===== src/rtl/sap_control_sequencer.sv =====
// sap_control_sequencer: five-step microcoded controller for the 8-bit bus datapath,
// decoding the IR opcode and flags into load / output-enable / subtract strobes.
module sap_control_sequencer (
    input  logic       clk,
    input  logic       rst,
    input  logic [7:0] instr,
    input  logic       cf,
    input  logic       zf,
    output logic       pc_out,
    output logic       pc_inc,
    output logic       pc_load,
    output logic       mar_load,
    output logic       ram_out,
    output logic       ram_load,
    output logic       ir_load,
    output logic       ir_out,
    output logic       a_load,
    output logic       a_out,
    output logic       b_load,
    output logic       alu_out,
    output logic       alu_sub,
    output logic       out_load,
    output logic       halted,
    output logic [2:0] step
);
    typedef enum logic {RUN, HALT} mode_t;
    mode_t      mode, mode_n;
    logic [2:0] step_n;
    logic [3:0] op;
    logic       unused_operand;
    assign op = instr[7:4];
    assign unused_operand = ^instr[3:0];
    always_ff @(posedge clk) begin
        if (rst) begin
            step <= 3'd0;
            mode <= RUN;
        end else begin
            step <= step_n;
            mode <= mode_n;
        end
    end
    always_comb begin
        mode_n   = (mode == RUN && step == 3'd2 && op == 4'hF) ? HALT : mode;
        step_n   = (mode_n == HALT) ? 3'd2 : (step >= 3'd4 ? 3'd0 : step + 3'd1);
        halted   = mode == HALT && !rst;
        pc_out   = 1'b0;
        pc_inc   = 1'b0;
        pc_load  = 1'b0;
        mar_load = 1'b0;
        ram_out  = 1'b0;
        ram_load = 1'b0;
        ir_load  = 1'b0;
        ir_out   = 1'b0;
        a_load   = 1'b0;
        a_out    = 1'b0;
        b_load   = 1'b0;
        alu_out  = 1'b0;
        alu_sub  = 1'b0;
        out_load = 1'b0;
        // strobes exist only in run mode and are suppressed while reset is held
        if (!rst && mode == RUN) begin
            case (step)
                3'd0: begin
                    pc_out   = 1'b1;
                    mar_load = 1'b1;
                end
                3'd1: begin
                    ram_out = 1'b1;
                    ir_load = 1'b1;
                    pc_inc  = 1'b1;
                end
                3'd2: case (op)
                    4'h1, 4'h2, 4'h3, 4'h4: begin
                        ir_out   = 1'b1;
                        mar_load = 1'b1;
                    end
                    4'h5: begin
                        ir_out = 1'b1;
                        a_load = 1'b1;
                    end
                    4'h6: begin
                        ir_out  = 1'b1;
                        pc_load = 1'b1;
                    end
                    4'h7: begin
                        ir_out  = 1'b1;
                        pc_load = cf;
                    end
                    4'h8: begin
                        ir_out  = 1'b1;
                        pc_load = zf;
                    end
                    4'hE: begin
                        a_out    = 1'b1;
                        out_load = 1'b1;
                    end
                    default: ;
                endcase
                3'd3: case (op)
                    4'h1: begin
                        ram_out = 1'b1;
                        a_load  = 1'b1;
                    end
                    4'h2, 4'h3: begin
                        ram_out = 1'b1;
                        b_load  = 1'b1;
                    end
                    4'h4: begin
                        a_out    = 1'b1;
                        ram_load = 1'b1;
                    end
                    default: ;
                endcase
                3'd4: if (op == 4'h2 || op == 4'h3) begin
                    alu_out = 1'b1;
                    a_load  = 1'b1;
                    alu_sub = op == 4'h3;
                end
                default: ;
            endcase
        end
    end
endmodule

===== config.mk =====
export PLATFORM = sky130hd
export DESIGN_NAME = sap_control_sequencer
export DESIGN_NICKNAME = d
export VERILOG_FILES = /design/src/rtl/sap_control_sequencer.sv
export SDC_FILE = /design/constraint.sdc
export NUM_CORES = 1
export LEC_CHECK = 0
export BUFFER_PORTS_ARGS = -buffer_cell sky130_fd_sc_hd__buf_2
export CAP_MARGIN = 25
export CORE_MARGIN = 3
export CORE_UTILIZATION = 35
export CTS_BUF_LIST = sky130_fd_sc_hd__clkbuf_16
export CTS_CLUSTER_SIZE = 12
export DETAILED_ROUTE_END_ITERATION = 16
export PLACE_DENSITY = 0.68
export SYNTH_ARGS = -nofsm -noshare
export SYNTH_HDL_FRONTEND = slang
export SYNTH_SLANG_ARGS = --single-unit

===== constraint.sdc =====
create_clock -name clk -period 3.3 [get_ports clk]
set_input_delay 0.165 -clock clk [delete_from_list [all_inputs] [get_ports clk]]
set_output_delay 0.165 -clock clk [all_outputs]
set_load 0.03 [all_outputs]

==> results.tsv, run 1 <==
metric	value	unit
period_share	59.3	%
synthMuxAreaShare	0	%
wl_per_cell	11.9	microns
grt_max_degree	12	
grt_pass1_wl	1890	microns
drt-initial-drc-count	5	
rr_worst_depth	5	
nFillCells	123	
post_cts_buffers	0	
num_vias	519	
initial_utilization	39.6	%
min_path_type	input port to flop	
relSlewSlack	74.7	%
cts_tree	yes	
dieArea	1800	sq um
worstReg2RegStart	step[0]	
routed_via_density	5.19	
diodes	0	
die_h	42.4	microns
finalSetupTns	0	ns
cp_data_arrival_time	1.79	ns
setup.worst_path.start_class	flop	
drc	0	
ctsResizeCount	0	
synth_compound_area_share	13.2	%
cts_sinks	4	
fin_nets	105	
cap_violations	0	
regArea	80.1	sq um
fmax	0.511	GHz
cts_root_buffer	clkbuf_16	
die_w	42.4	microns
rsz0062_at_grt	no	
synthCells	61	
finalSetupViolations	0	
synthDistinctLibCells	28	
clockBufferDepth	2	
cts_hold_buffers	0	
placed_cells	97	
synth.yosys.warnings	0	
drt_first_pass_iters	4	
drive_gt1_share	37.2	%
synthesis.nets	78	
skew	0.00315	ns
period_minus_slack	1.96	ns
ir_worst_vdd	0.000381	V
io_pins	30	
numCtsBuffers	3	
wl	1190	microns
grt_pass1_vias	441	
clock_latency	0.23	ns
p_leak	0.000339	uW
syn_area	464	sq um
setup.worst_path.class	flop to output pin	
drv_slew	0	
ys_seq_area_share	17.3	%
status	complete, no violations	
antenna_found_initial	0	
avgSynthCellArea	7.61	sq um
port_buffers	25	
yosys.area_share.simple	45.3	%
cts_max_level	1	
cp-end-kind	output pin	
layout_common_cells	buf_2, nor2_1, ha_1	
hold_start	rst	
rows	12	
final_common_cell	buf_2	
multi_input_area	343	sq um
place_congestion	0.778	
coreArea	1170	sq um
cp_max_fo	5	
synth_top_family_by_area	simple AND/OR/NAND/NOR gates	
clkTransAtPathRegs	0.03	ns
synth_xor_area_share	1.89	%
ant_nets	0	
p_per_area	544	nW/um^2
globalRouteOverflowTotal	0	
area_growth	41.2	%
cp.required	3.13	ns
dp_hpwl	938	microns
synth_fa_ha_area_share	13.5	%
ys_ff_latch	4	
grt.total_usage	13.3	%
worst_slew_pin_slew	0.378	ns
final_cells	100	
hold_viol	0	
holdPathStages	2	
crit_start	step[0]	
critical path, cell delays in order, from the launching register on:
cell,delay [ns]
dfxtp_1,0.38
ha_1,0.20
ha_1,0.19
or4b_1,0.44
a21oi_1,0.14
buf_2,0.20
report_power, final:
group          internal, uW  leakage, uW  total, uW  switching, uW
registers              54.5    0.0000328       60.7           6.19
logic                  34.9     0.000269        106           71.5
clock network           155    0.0000370        190           34.7
total                   244     0.000339        357            112
through the flow:
step	total power, uW	setup slack (ns)	area, sq um	util [%]	hold slack (ns)
after detailed placement	169	1.57	581	49.6	0.390
after global routing	373	1.27	656	56.0	0.181
after floorplan	141	1.23	464	-	0.234
after global placement	168	1.58	581	49.6	0.378
after CTS	360	1.32	656	56.0	0.157
final	357	1.34	656	56.0	0.156
area by class of cell:
class,instances,share of cell area (%)
repair buffers,25,19.1
flip-flops and latches,4,12.2
clock buffers,3,11.5
multi-input cells,50,52.3
well taps,14,2.67
inverters,4,2.29
flip-flops by register name, indices dropped and copies added (netlist names):
signal and flops:
mode 1, step 3
per-layer routing:
layer | up-vias | share of wire, % | GRT usage [%] | wire length, microns
li1 | 271 | - | - | -
met1 | 229 | 46 | 16.0 | 552
met2 | 17 | 45 | 22.8 | 536
met3 | 2 | 6.7 | 3.43 | 80
met4 | 0 | 1.6 | 3.73 | 19
met5 | - | 0 | 0 | 0
final timing paths:
kind              to  slack [ns]
max reg2reg  step[1]        1.87
min          step[1]        0.16
min reg2reg  step[0]        0.50
max          ram_out        1.34
kinds of logic after synthesis:
family | after synthesis
flip-flops | 4
AND/OR/NAND/NOR | 34
adder cells (fa/ha/maj) | 5
AO/OA/AOI/OAI | 10
XOR/XNOR | 1
buffers and inverters | 7
cells in the mapped netlist:
cell type,instances,share of area [%]
nor2_1,6,4.9
ha_1,5,13
a21oi_1,4,4.3
dfxtp_1,4,17
inv_1,4,3.2
nor3_1,4,4.3
and3_1,3,4.0
nand2_1,3,2.4
nand3_1,3,3.2
nand4b_1,3,5.7
a211oi_1,2,3.2
buf_4,2,3.2
nor2b_1,2,2.7
o21ai_0,2,2.2
a41oi_1,1,1.9
and2_2,1,1.6
and3b_1,1,1.9
and4_1,1,1.9
and4_2,1,2.2
buf_6,1,2.4
nand4bb_1,1,2.4
nor2_2,1,1.3
nor3b_1,1,1.6
o211ai_1,1,1.6
or2_2,1,1.3
or2b_1,1,1.6
or4b_1,1,2.2
xor2_1,1,1.9
(Power assumes the default switching activity.)
==> run 2, diff against run 1 <==
--- a/config.mk
+++ b/config.mk
@@ -12,7 +12,7 @@
 export CTS_BUF_LIST = sky130_fd_sc_hd__clkbuf_16
 export CTS_CLUSTER_SIZE = 12
 export DETAILED_ROUTE_END_ITERATION = 16
-export PLACE_DENSITY = 0.68
+export PLACE_DENSITY = 0.71
 export SYNTH_ARGS = -nofsm -noshare
 export SYNTH_HDL_FRONTEND = slang
 export SYNTH_SLANG_ARGS = --single-unit
==> constraint.sdc (replaced) <==
create_clock -name clk -period 1.7 [get_ports clk]
set_input_delay 0.085 -clock clk [delete_from_list [all_inputs] [get_ports clk]]
set_output_delay 0.085 -clock clk [all_outputs]
set_load 0.03 [all_outputs]
==> run 2 against run 1 <==
Clock-buffer cell count did not move. Cell count rose by 10%. Wire length rose by 20%. Sequential power rose by 100%. Largest power group unchanged.
==> results.tsv, run 2 (synthesized netlist as in run 1, its figures left out) <==
metric	value	unit
relSlewSlack	75.0	%
fin_nets	115	
grt_pass1_vias	515	
ant_nets	0	
clkPwrFrac	46.3	%
cts_tree	yes	
cp.depth	5	
largest_reg_flops	3	
dieArea	1800	sq um
critPathTopFamily	simple AND/OR/NAND/NOR gates	
p_leak	0.000395	uW
largest_registers	step (3), mode (1)	
cp_max_fo	4	
grt_pass1_wl	2320	microns
hold_viol	0	
wl	1430	microns
cpMostUsedCell	ha_4	
placed_cells	99	
cp-endpoint	ram_out	
clock_latency	0.23	ns
rr_worst_depth	8	
p_seq_share	15.2	%
grt.total_usage	16.9	%
p_switching	260	uW
clockBufferDepth	2	
final_common_cell	buf_2	
num_vias	593	
multi_input_area	419	sq um
nFillCells	100	
routed_via_density	5.39	
diodes	0	
fin_util	71.0	%
rsz0062_at_grt	yes	
coreArea	1170	sq um
io_pins	30	
crit_chain	ha_4, ha_4, or4b_4, a21oi_4, buf_6	
cp_data_arrival_time	1.61	ns
drt_first_pass_iters	4	
reg2reg_to	step[1]	
skew	0.000728	ns
cts_sinks	4	
dp_hpwl	966	microns
die_w	42.4	microns
cap_violations	0	
status	complete, no violations	
drive_gt1_share	56.3	%
regArea	85.1	sq um
final_cells	110	
min_path_type	input port to flop	
p_per_area	963	nW/um^2
critical_path.max_stage_delay	0.47	ns
drt-initial-drc-count	2	
worst_slew_pin_slew	0.374	ns
area_growth	79.2	%
crit_start	step[1]	
rows	12	
period_minus_slack	1.69	ns
power.internal	541	uW
clkTransAtPathRegs	0.03	ns
numCtsBuffers	3	
setup.worst_path.class	flop to output pin	
finalSetupViolations	0	
grt_max_degree	12	
drv_slew	0	
cp-end-kind	output pin	
worstReg2RegStart	step[0]	
crit_buf_inv	1	
ir_worst_vdd	0.00102	V
regMostFlops	step	
r2r_setup_slack	0.11	ns
initial_utilization	39.6	%
period_share	99.6	%
die_h	42.4	microns
combPwrFrac	38.5	%
antenna_found_initial	0	
place_congestion	0.765	
cp.required	1.62	ns
cts_root_buffer	clkbuf_16	
layout_common_cells	buf_2, buf_4, nor2_1, nor3_1, ha_4	
switching_share	32.5	%
slowest_stage	or4b_4	
drc	0	
setup.worst_path.start_class	flop	
globalRouteOverflowTotal	0	
wl_per_cell	13.0	microns
port_buffers	25	
cts_max_level	1	
finalSetupTns	0	ns
fmax	0.590	GHz
[run 2: what timing repair did]
| action | CTS | global route |
|---|---|---|
| setup buffers | 4 | 4 |
| hold buffers | 0 | 0 |
| pin swaps | 6 | 4 |
| gates resized for setup | 16 | 4 |
| setup endpoints to repair | 4 | 4 |
[run 2: final cells by class]
class | instances | area share, %
Clock buffer | 3 | 9.02
Timing Repair Buffer | 35 | 25.9
Sequential cell | 4 | 10.2
Inverter | 4 | 2.41
Tap cell | 14 | 2.11
Multi-Input combinational cell | 50 | 50.4
[run 2: stage by stage]
step                      hold slack (ns)  total power [uW]  setup slack, ns  area, sq um
after floorplan                     0.147               283           0.0454          488
after global placement              0.291               344           0.0682          619
after detailed placement            0.294               347           0.0195          619
after CTS                          0.0527               776         -0.00538          787
after global routing               0.0858               845          -0.0504          832
final                              0.0551               801          0.00604          832
[run 2: metal layers]
metal	track usage [%]	share of wire [%]	vias up	wire, microns
li1	-	-	294	-
met1	21.6	43	274	620
met2	24.9	48	20	683
met3	2.58	5.8	5	83
met4	13.0	2.9	0	42
met5	0	0	-	0
[run 2: worst min path at each step]
| stage | start | endpoint | slack [ns] | cells after the start |
|---|---|---|---|---|
| detailed placement | rst | step[1] | 0.29 | 2 |
| global placement | rst | step[1] | 0.29 | 2 |
| CTS | rst | step[1] | 0.05 | 2 |
| global route | rst | step[1] | 0.09 | 2 |
| finish | rst | step[1] | 0.06 | 2 |
| floorplan | rst | step[1] | 0.15 | 1 |
[run 2: power groups by stage]
stage | Sequential, uW | Combinational (uW) | Clock [uW]
after CTS | 122 | 273 | 381
after detailed placement | 119 | 227 | 0
after global placement | 119 | 225 | 0
final | 122 | 308 | 371
after floorplan | 141 | 143 | 0
after global routing | 124 | 334 | 387
==> run 3, diff against run 2 <==
--- a/config.mk
+++ b/config.mk
@@ -6,13 +6,13 @@
 export NUM_CORES = 1
 export LEC_CHECK = 0
 export BUFFER_PORTS_ARGS = -buffer_cell sky130_fd_sc_hd__buf_2
-export CAP_MARGIN = 25
 export CORE_MARGIN = 3
 export CORE_UTILIZATION = 35
 export CTS_BUF_LIST = sky130_fd_sc_hd__clkbuf_16
 export CTS_CLUSTER_SIZE = 12
 export DETAILED_ROUTE_END_ITERATION = 16
 export PLACE_DENSITY = 0.71
+export REMOVE_ABC_BUFFERS = 1
 export SYNTH_ARGS = -nofsm -noshare
 export SYNTH_HDL_FRONTEND = slang
 export SYNTH_SLANG_ARGS = --single-unit
==> run 3 against run 2 <==
The flow now finishes with violations (setup timing). Fmax shrank 1.4%. Worst hold slack gained 0.0079 ns. Clock power shrank 2%. Critical path depth grew 2.
==> results.tsv, run 3 (synthesized netlist as in run 1, its figures left out) <==
metric	value	unit
crit_start	step[0]	
cts_max_level	1	
drv_slew	0	
fin_ws	-0.0180	ns
cap_violations	0	
drt_first_pass_iters	4	
clkTransAtPathRegs	0.03	ns
finalSetupViolations	2	
fin_nets	114	
p_per_area	973	nW/um^2
grt.total_usage	17.9	%
dp_hpwl	949	microns
status	complete, but fails checks	
drt-initial-drc-count	21	
initial_utilization	39.6	%
die_w	42.4	microns
layout_common_cells	buf_2, buf_4, nor2_1, ha_4	
rr_worst_depth	7	
nFillCells	84	
dieArea	1800	sq um
drive_gt1_share	55.8	%
grt_pass1_wl	2530	microns
final_common_cell	buf_2	
grt_max_degree	12	
cp-end-kind	output pin	
hold_viol	0	
grt_pass1_vias	569	
final_cells	109	
skew	0.00292	ns
worst_slew_pin_slew	0.407	ns
p_leak	0.000391	uW
fmax	0.582	GHz
globalRouteOverflowTotal	0	
coreArea	1170	sq um
place_congestion	0.761	
setup.worst_path.class	flop to output pin	
antenna_found_initial	0	
wl_per_cell	14.2	microns
io_pins	30	
cp_max_fo	3	
cp_data_arrival_time	1.63	ns
largest_registers	step (3), mode (1)	
wl	1550	microns
violations	setup timing	
holdPathStages	2	
rows	12	
numCtsBuffers	3	
worstReg2RegStart	step[0]	
relSlewSlack	72.7	%
clockBufferDepth	2	
regMostFlops	step	
placed_cells	102	
diodes	0	
port_buffers	25	
cts_sinks	4	
area_growth	78.4	%
clock_latency	0.22	ns
ir_worst_vdd	0.00114	V
largest_reg_flops	3	
die_h	42.4	microns
hold_start	rst	
routed_via_density	5.60	
cp.required	1.62	ns
num_vias	610	
period_minus_slack	1.72	ns
ant_nets	0	
min_path_type	input port to flop	
fin_util	70.7	%
cts_tree	yes	
cts_root_buffer	clkbuf_16	
period_share	101	%
drc	0	
rsz0062_at_grt	yes	
whs	0.0630	ns
setup.worst_path.start_class	flop	
run 3: what timing repair did:
action	in CTS	in global routing
gates resized for setup	19	8
hold buffers	0	0
pin swaps	6	2
setup buffers	2	2
endpoints found under the hold margin	0	0
endpoints found under the setup margin	3	5
run 3: final timing paths:
path / end / slack, ns
hold / removal: step[1] / 0.06
hold reg to reg: mode / 0.54
setup reg to reg: step[1] / 0.19
setup / recovery: a_out / -0.02
run 3: layer usage:
layer	vias to the layer above	part of all wire [%]	GRT usage, %
met5	-	0	0
met4	0	1.3	6.21
met3	4	6.7	6.01
met2	29	48	30.7
met1	286	44	20.4
li1	291	-	-
run 3: power breakdown:
part	leakage (uW)	internal (uW)	switching, uW
clock	0.0000370	300	64.3
sequential	0.0000337	109	11.6
combinational	0.000321	135	186
total	0.000391	544	262
run 3: final cells by class:
| cell class | instances | area (sq um) | area share (%) |
|---|---|---|---|
| timing repair buffer | 34 | 211 | 25.5 |
| clock buffer | 3 | 75.1 | 9.06 |
| inverter | 4 | 20.0 | 2.42 |
| multi-input combinational | 50 | 419 | 50.6 |
| tap | 14 | 17.5 | 2.11 |
| sequential | 4 | 85.1 | 10.3 |
run 3: worst max-delay path: stages (launching register included):
cell and delay, ns:
dfxtp_2 0.33, buf_6 0.12, clkinv_4 0.05, ha_4 0.12
and3b_2 0.21, nand4b_1 0.16, a211oi_2 0.23, buf_4 0.19
run 3: per-stage QoR:
stage / setup WS (ns) / power [uW] / instance area [sq um] / TNS (ns)
after global placement: 0.0987 / 347 / 618 / 0
after global routing: -0.0773 / 846 / 828 / -0.174
after CTS: -0.000724 / 760 / 779 / -0.000724
after floorplan: -0.294 / 261 / 438 / -0.837
final: -0.0180 / 806 / 828 / -0.0287
after detailed placement: 0.104 / 350 / 618 / 0
